--- src/rtl/rat_ckpt_multi.sv ---
// rat_ckpt_multi: superscalar register alias table with internal branch
// checkpoints for the rename/dispatch stage.
//
// Each of the 32 architectural entries holds {p_addr, valid}. Up to
// NUM_RENAME destinations are renamed per cycle, with an intra-group bypass
// to later lanes. NUM_CDB broadcast ports wake entries whose mapping still
// matches. A ring of NUM_CKPT snapshots is kept coherent with the same
// wakeups, so a mispredict can restore the table directly.
//
// Ports:
//   clk, rst           clock, synchronous active-high reset
//   cdb_broadcast      [NUM_CDB]          per-port broadcast strobe
//   cdb_aaddr          [NUM_CDB*5]        per-port architectural address
//   cdb_p_addr         [NUM_CDB*PW]       per-port physical tag
//   rename_we          [NUM_RENAME]       lane i renames rename_rd[i]
//   rename_rd          [NUM_RENAME*5]     destination per lane
//   rename_p           [NUM_RENAME*PW]    new physical tag per lane
//   rs1_s, rs2_s       [NUM_RENAME*5]     source registers per lane
//   rs1_rat, rs2_rat   [NUM_RENAME*(PW+1)] per lane {p_addr, valid}
//   ckpt_req           take a snapshot this cycle
//   ckpt_id            slot the snapshot goes to (ring tail)
//   ckpt_full          every slot is live
//   ckpt_free          release the oldest slot
//   resolve_mispred    restore the table from slot resolve_id
//   resolve_id         slot to restore
//
// Build option: define RAT_CDB_BYPASS_EN to let source reads observe
// same-cycle CDB wakeups; otherwise wakeups become visible a cycle later.
module rat_ckpt_multi #(
    parameter int ROB_DEPTH  = 32,
    parameter int NUM_RENAME = 2,
    parameter int NUM_CDB    = 2,
    parameter int NUM_CKPT   = 4,
    localparam int PW = $clog2(ROB_DEPTH + 32),
    localparam int CW = $clog2(NUM_CKPT),
    localparam int EW = PW + 1
) (
    input  logic                     clk,
    input  logic                     rst,
    input  logic [NUM_CDB-1:0]       cdb_broadcast,
    input  logic [NUM_CDB*5-1:0]     cdb_aaddr,
    input  logic [NUM_CDB*PW-1:0]    cdb_p_addr,
    input  logic [NUM_RENAME-1:0]    rename_we,
    input  logic [NUM_RENAME*5-1:0]  rename_rd,
    input  logic [NUM_RENAME*PW-1:0] rename_p,
    input  logic [NUM_RENAME*5-1:0]  rs1_s,
    input  logic [NUM_RENAME*5-1:0]  rs2_s,
    output logic [NUM_RENAME*EW-1:0] rs1_rat,
    output logic [NUM_RENAME*EW-1:0] rs2_rat,
    input  logic                     ckpt_req,
    output logic [CW-1:0]            ckpt_id,
    output logic                     ckpt_full,
    input  logic                     ckpt_free,
    input  logic                     resolve_mispred,
    input  logic [CW-1:0]            resolve_id
);

    localparam logic [CW-1:0] PTR_ONE  = CW'(1);
    localparam logic [CW:0]   CNT_ONE  = (CW+1)'(1);
    localparam logic [CW:0]   CNT_FULL = (CW+1)'(NUM_CKPT);

    logic [PW-1:0] tab_p  [32];
    logic [31:0]   tab_v;
    logic [PW-1:0] slot_p [NUM_CKPT][32];
    logic [31:0]   slot_v [NUM_CKPT];
    logic [CW-1:0] head, tail;
    logic [CW:0]   count;

    logic [31:0]   ren_hit;
    logic [PW-1:0] ren_p  [32];
    logic [PW-1:0] nxt_p  [32];
    logic [31:0]   nxt_v;
    logic [31:0]   slot_wv [NUM_CKPT];
    logic          take, free_ok, free_mis;
    logic [CW-1:0] head_mis, tail_mis, span_mis;

    function automatic logic cdb_hit(input logic [4:0] a, input logic [PW-1:0] p,
                                     input logic [NUM_CDB-1:0] bc,
                                     input logic [NUM_CDB*5-1:0] aa,
                                     input logic [NUM_CDB*PW-1:0] cp);
        cdb_hit = 1'b0;
        for (int unsigned k = 0; k < NUM_CDB; k++)
            if (bc[k] && aa[k*5 +: 5] == a && cp[k*PW +: PW] == p)
                cdb_hit = 1'b1;
    endfunction

    // Later lanes overwrite earlier ones, so the highest lane wins a shared rd.
    always_comb begin
        ren_hit = '0;
        for (int unsigned a = 0; a < 32; a++) ren_p[a] = '0;
        for (int unsigned i = 0; i < NUM_RENAME; i++) begin
            if (rename_we[i] && rename_rd[i*5 +: 5] != '0) begin
                ren_hit[rename_rd[i*5 +: 5]] = 1'b1;
                ren_p[rename_rd[i*5 +: 5]]   = rename_p[i*PW +: PW];
            end
        end
    end

    // Rename overrides wakeup on the same entry.
    always_comb begin
        nxt_v = '0;
        for (int unsigned a = 0; a < 32; a++) begin
            nxt_p[a] = tab_p[a];
            nxt_v[a] = tab_v[a] | cdb_hit(5'(a), tab_p[a], cdb_broadcast, cdb_aaddr, cdb_p_addr);
            if (ren_hit[a]) begin
                nxt_p[a] = ren_p[a];
                nxt_v[a] = 1'b0;
            end
        end
        for (int unsigned s = 0; s < NUM_CKPT; s++) begin
            slot_wv[s] = '0;
            for (int unsigned a = 0; a < 32; a++)
                slot_wv[s][a] = slot_v[s][a] |
                    cdb_hit(5'(a), slot_p[s][a], cdb_broadcast, cdb_aaddr, cdb_p_addr);
        end
    end

    // On restore the slot at resolve_id stays live, so a zero span means the
    // ring wrapped all the way round and is full, never empty.
    always_comb begin
        take     = ckpt_req && (count != CNT_FULL);
        free_ok  = ckpt_free && (count != '0);
        free_mis = free_ok && (head != resolve_id);
        head_mis = free_mis ? head + PTR_ONE : head;
        tail_mis = resolve_id + PTR_ONE;
        span_mis = tail_mis - head_mis;
    end

    always_ff @(posedge clk) begin
        if (rst) begin
            for (int unsigned a = 0; a < 32; a++) tab_p[a] <= '0;
            tab_v <= '1;
            head  <= '0;
            tail  <= '0;
            count <= '0;
        end else if (resolve_mispred) begin
            for (int unsigned a = 0; a < 32; a++) tab_p[a] <= slot_p[resolve_id][a];
            tab_v <= slot_wv[resolve_id];
            head  <= head_mis;
            tail  <= tail_mis;
            count <= (span_mis == '0) ? CNT_FULL : {1'b0, span_mis};
        end else begin
            for (int unsigned a = 0; a < 32; a++) tab_p[a] <= nxt_p[a];
            tab_v <= nxt_v;
            if (take) tail <= tail + PTR_ONE;
            if (free_ok) head <= head + PTR_ONE;
            count <= count + (take ? CNT_ONE : '0) - (free_ok ? CNT_ONE : '0);
        end
    end

    // Snapshot storage needs no reset: a cleared count makes every slot dead.
    always_ff @(posedge clk) begin
        for (int unsigned s = 0; s < NUM_CKPT; s++) slot_v[s] <= slot_wv[s];
        if (!rst && !resolve_mispred && take) begin
            slot_p[tail] <= nxt_p;
            slot_v[tail] <= nxt_v;
        end
    end

    always_comb begin
        logic [4:0]    s;
        logic [PW-1:0] rp;
        logic          rv;
        rs1_rat = '0;
        rs2_rat = '0;
        s  = '0;
        rp = '0;
        rv = 1'b0;
        for (int unsigned i = 0; i < NUM_RENAME; i++) begin
            for (int unsigned q = 0; q < 2; q++) begin
                s  = (q == 0) ? rs1_s[i*5 +: 5] : rs2_s[i*5 +: 5];
                rp = tab_p[s];
                rv = tab_v[s];
`ifdef RAT_CDB_BYPASS_EN
                if (cdb_hit(s, rp, cdb_broadcast, cdb_aaddr, cdb_p_addr)) rv = 1'b1;
`endif
                for (int unsigned j = 0; j < i; j++) begin
                    if (rename_we[j] && rename_rd[j*5 +: 5] == s) begin
                        rp = rename_p[j*PW +: PW];
                        rv = 1'b0;
                    end
                end
                if (s == '0) begin
                    rp = '0;
                    rv = 1'b1;
                end
                if (q == 0) rs1_rat[i*EW +: EW] = {rp, rv};
                else        rs2_rat[i*EW +: EW] = {rp, rv};
            end
        end
    end

    assign ckpt_id   = tail;
    assign ckpt_full = (count == CNT_FULL);

endmodule

--- config.mk ---
export PLATFORM = sky130hd
export DESIGN_NAME = rat_ckpt_multi
export DESIGN_NICKNAME = d
export VERILOG_FILES = /design/src/rtl/rat_ckpt_multi.sv
export SDC_FILE = /design/constraint.sdc
export NUM_CORES = 2
export LEC_CHECK = 0
export CAP_MARGIN = 40
export CORE_MARGIN = 2
export CORE_UTILIZATION = 30
export DETAILED_ROUTE_END_ITERATION = 6
export GPL_ROUTABILITY_DRIVEN = 1
export PLACE_DENSITY_LB_ADDON = 0.12
export SYNTH_ARGS = -nofsm -noshare
export SYNTH_HDL_FRONTEND = slang
export SYNTH_SLANG_ARGS = --single-unit
--- constraint.sdc ---
create_clock -name clk -period 15.41 [get_ports clk]
set_input_delay 4.623 -clock clk [delete_from_list [all_inputs] [get_ports clk]]
set_output_delay 4.623 -clock clk [all_outputs]
set_load 0.05 [all_outputs]
Word-level counts from Yosys, hierarchy flattened. Memories as Yosys holds them, arrays and structs flattened. Cells that the tools add are included.

Equality and inequality tests: 387. Add/sub/neg operators: 6. Mux-type cells: 504. Bitwise logic cells: 229. Reductions and logical operators: 411. $lt $le $gt $ge: 13.

Operator list (count): $eq 6x6->1 (320); $mux 6 (104); $logic_and 1x1->1 (397); $mux 192 (2); $mux 1 (376); $or 1x1->1 (224); $and 192x192->192 (1); $bwmux 192 (1); $eq 5x5->1 const B (32); $mux 32 (5); $eq 5x4->1 const B (16); $bmux 32 s2 (1); $demux 6 s5 (2); $eq 5x3->1 const B (8); $lt 5x6->1 const B (6); $or 32x32->32 (1); $logic_not 5->1 (6); $bmux 1 s5 (4); $eq 5x2->1 const B (4); $ge 6x6->1 const B (2); $lt 6x1->1 const B (2); $not 5->6 (2); $demux 1 s5 (2); $eq 5x1->1 const B (2); other kinds (18) (30).

Output and inout port bits: 31. Word-level logic and storage cells: 1557. Memories: 3. Input bits: 75. Register bits: 39. Bits in writable memories: 1088.

Memories: slot_p (words 4, width 192, read ports 5, clocked after Yosys merged registers in 0, wr ports 1, RTL line 64) `logic [PW-1:0] slot_p [NUM_CKPT][32];`; tab_p (words 32, width 6, read ports 36, clocked after Yosys merged registers in 0, wr ports 32, RTL line 62) `logic [PW-1:0] tab_p [32];`; slot_v (words 4, width 32, read ports 4, clocked after Yosys merged registers in 0, wr ports 5, RTL line 65) `logic [31:0] slot_v [NUM_CKPT];`.

Depth between registers and ports, before layout.
Depth in word-level cells: 11. Gate-level depth with buffers: 10. Depth with buffers taken out: 10.

Least setup slack after synthesis. No wires, ideal clock.

Path kind: input port to flip-flop. Start: input resolve_mispred. End: memory slot_v[2][21]. Library setup time: 397 ps. Stages: 8. Path buffers: 3. Data required time: 15013 ps. Data arrival time: 11419 ps. Slack: 3594 ps. Cell sequence: clkbuf_1 > or2_0 > clkbuf_1 > nor2_1 > nand2_1 > inv_2 > clkbuf_1 > o21ai_0.

RTL lines: start, declared (RTL line 54) `input logic resolve_mispred,`; end, declared (RTL line 65).

Worst setup path in the final report.
Start: input rename_rd[1]. End: output rs2_rat[10].

Longest elaborated chain between the ends: 4.

RTL lines: start, declared (RTL line 44) `input logic [NUM_RENAME*5-1:0] rename_rd,`; $eq 5x5->1 (RTL line 178) `if (rename_we[j] && rename_rd[j*5 +: 5] == s) begin`; $logic_and 1x1->1 (RTL line 178); $mux 6 (RTL line 178); $mux 6 (RTL line 183) `if (s == '0) begin`; end, declared (RTL line 49) `output logic [NUM_RENAME*EW-1:0] rs2_rat,`.

Every way passes these cells.

==> key figures <==
Routing
  – Starting DRT DRC Count: 7,032
  – Final wirelength: 376,700 um
  – Routed WL per cell: 36.23 um
  – Met2 WL post-DR: 170,000 um
  – Uppermost layer routed: met5
  – Post-route ant nets: 0
  – Vias per Instance: 5.859
  – Post-route DRC: 2
  – WL met1: 157,200 um
  – Via count: 60.91k
  – Wire length on met3: 28,780 um
  – Drt first pass iters: 7

Yosys
  – Asr flop ratio synth: 0%
  – Synth Warn #: 0
  – Flops & latches, synth: 1,127
  – Cell variety after synth: 66
  – Main synth FF type: edfxtp_1
  – Post-synth EDFFs: 960
  – Post-synthesis sequential area ratio: 41.08%
  – Avg Inst Size Synth: 11.61 sq um
  – Syn Inst Count: 6,745
  – Synthesized area: 0.07832 sq mm

Floorplan
  – Initial Util: 30.16%
  – Die Area: 0.2652 sq mm
  – Die Y: 514.9 um
  – Core Region: 0.2597 sq mm
  – DIE WIDTH: 514.9 um
  – Rows: 187
  – # IOs: 106

Layout
  – Layout cell share with drive strength beyond 1: 13.92%
  – Most frequent cells in the layout: 1,120 x xnor2_1, 960 x edfxtp_1, 818 x xor2_1
  – Commonest non-fill, non-tap cell in the layout: xnor2_1
  – # fillers: 25.67k
  – Area Growth Syn to Fin: 13.62%
  – Total Nets Final: 6,940
  – Layout Cells excl Fill: 10.40k

Clock tree
  – Clock Pin Slew Worst Setup and Hold Paths: 0.06 ns
  – CTS tree: done
  – Number of CTS-inserted buffers: 146
  – Cells resized by post-CTS repair: 0
  – H-tree depth: 4
  – Maximum clock insertion buffer count: 3
  – Clock Sink Count: 1,127
  – Post-CTS Setup Inserts: 0
  – Worst-Skew Late Latency: 0.84 ns
  – Root buffer cell: clkbuf_16
  – Hold_buf cts: 0

Pwr
  – Pwr Total: 0.009374 W
  – VDD IR-drop max: 0.0001260 V
  – Pwr/cell area: 105.3 mW/mm^2
  – Pleak: 29.43 nW

STA
  – Setup_tns: 0 ns
  – Period minus WS final: 13.22 ns
  – RSZ-0062 raised after global routing: no
  – Skew final: 0.03705 ns
  – Normalized max-slew margin: 28.93%
  – Worst-Margin Slew: 1.066 ns
  – Hold Fails Final Rpt: 0
  – Final period utilization: 85.79%
  – Worst setup margin: 2.190 ns
  – Final max-slew violation count: 0
  – Max Freq: 0.07564 GHz
  – Final setup viols: 0

Worst setup path
  – CP max stage cell: clkdlybuf4s50_1
  – FF-to-FF Start: count[1]$_SDFF_PP0_
  – Crit-path cells: clkdlybuf4s50_1 -> xor2_1 -> nor4_1 -> and3_1 -> nor3_1 -> nor3_1 -> buf_4 -> buf_4 -> clkdlybuf4s50_1
  – R2R setup slack: 10.45 ns
  – R2r endpoint: slot_p[3][137]$_DFFE_PP_
  – CP max FO: 13
  – Crit path buffers/inverters: 4
  – Setup Crit Path Kind: in2out
  – Startpoint Class: input pin
  – Crit path required time: 10.79 ns
  – Delay of the slowest critical-path stage: 0.87 ns
  – WP data arrival: 8.60 ns
  – Critical path's top delay family: buffers and inverters
  – Critical Path Sink Type: primary output
  – Worst r2r path cells: 7

Global route
  – GR Util All Layers: 27.87%
  – Largest net degree at the start of global routing: 113
  – Vias in the first global route: 60.31k
  – Global-route wire length before repair: 516,800 um
  – Initial antenna violation count: 44
  – Gr ovfl total: 0

Hold path
  – Hold Crit Start: slot_v[0][0]$_DFF_P_
  – Worst Hold Path EP: slot_v[0][0]$_DFF_P_
  – Min-Delay Path Class: reg2reg
  – Worst Hold Depth: 2

Status
  – Failing checks: DRC
  – Status: finished with violations

Placed design
  – RD Place Congestion: 0.9536
  – PortBufs: 105
  – Setup slack at placement: 2.270 ns
  – HPWL after DPL: 255,400 um
  – Placed Cells incl. Taps: 10.11k

Flow run
  – Maxcap violations: 0
power by group:
part	switching, W	internal, W	total (W)
combinational	0.00114	0.000784	0.00192
sequential	0.000308	0.00361	0.00391
clock	0.00146	0.00208	0.00354
total	0.00291	0.00647	0.00937
stage by stage:
step	cell area [sq um]	util, %	hold slack [ns]
floorplan	79030	-	0.4558
detailed placement	84080	32.37	0.4736
CTS	88930	34.24	0.4967
global route	88980	34.26	0.5414
finish	88990	34.26	0.5065
global placement	83280	32.07	0.4712
cell usage after synthesis, types with 11 or more instances:
| cell type | number | area, sq um |
|---|---|---|
| o311a_1 | 29 | 290.3 |
| a21oi_1 | 219 | 1096 |
| a211o_1 | 37 | 324.1 |
| o311ai_1 | 15 | 131.4 |
| o22ai_1 | 24 | 150.1 |
| xnor2_1 | 1120 | 9809 |
| inv_1 | 42 | 157.7 |
| nand2b_1 | 15 | 93.84 |
| nor2b_1 | 24 | 150.1 |
| nor3_1 | 123 | 615.6 |
| mux4_2 | 444 | 10000 |
| nand2_1 | 203 | 762.0 |
| nand4_1 | 268 | 1677 |
| dfxtp_1 | 167 | 3343 |
| buf_1 | 59 | 221.5 |
| o21ai_0 | 78 | 390.4 |
| nand3_1 | 25 | 125.1 |
| mux2i_1 | 447 | 4474 |
| nor2_2 | 11 | 68.82 |
| a41o_1 | 11 | 110.1 |
| buf_4 | 26 | 195.2 |
| nor2_1 | 518 | 1944 |
| clkbuf_1 | 211 | 792.0 |
| a31oi_1 | 83 | 519.3 |
| o21ai_1 | 28 | 140.1 |
| buf_2 | 251 | 1256 |
| xor2_1 | 818 | 7164 |
| a41oi_1 | 34 | 297.8 |
| or4_1 | 24 | 180.2 |
| edfxtp_1 | 960 | 28830 |
| nor4_1 | 321 | 2008 |
metal layers:
layer  GRT usage, %  up-vias
met5              0        -
met4          13.80       12
met3          4.758      772
met2          43.59     3118
met1          37.12    31850
li1               -    25160
worst max path at each step:
stage | from | end | slack, ns | cells past startpoint
global route | rename_rd[1] | rs2_rat[10] | 2.23 | 9
detailed placement | rename_rd[1] | rs2_rat[10] | 2.27 | 9
finish | rename_rd[1] | rs2_rat[10] | 2.19 | 9
floorplan | resolve_mispred | slot_v[2][21]$_DFF_P_ | 3.59 | 8
global placement | rename_rd[1] | rs2_rat[10] | 1.84 | 8
CTS | rename_rd[1] | rs2_rat[10] | 2.27 | 9
worst min-delay path, stage by stage, from the launching register on:
cell and delay, ns:
dfxtp_1 0.34, o31ai_1 0.07, o21ai_0 0.06
layout make-up:
cell class                 count  area (sq um)  area share (%)
sequential                  1127         32170           36.15
inverter                      43         191.4          0.2151
tap                         3402          4257           4.783
clock buffer                 185          3945           4.433
timing repair buffer         321          3136           3.524
antenna                       17         42.54         0.04781
multi-input combinational   5218         44340           49.82
clock inverter                83         909.6           1.022
sequential cells by signal (all words and copies together), names as in the netlist:
name / count
tab_p: 192
slot_p: 768
tab_v: 32
ckpt_id: 2
head: 2
slot_v: 128
count: 3
cells by family after synthesis:
family                     after synthesis  share of synthesized area, %
AOI/OAI and AO/OA                      581                         4.643
xor gates and xnor gates              1938                         21.67
adders and majority gates                8                        0.1374
buffers and inverters                  591                         3.360
DFF                                   1127                         41.08
muxes                                  893                         18.51
other                                    1                      0.004788
and+or+nand+nor                       1606                         10.60
(Power assumes the default switching activity.)
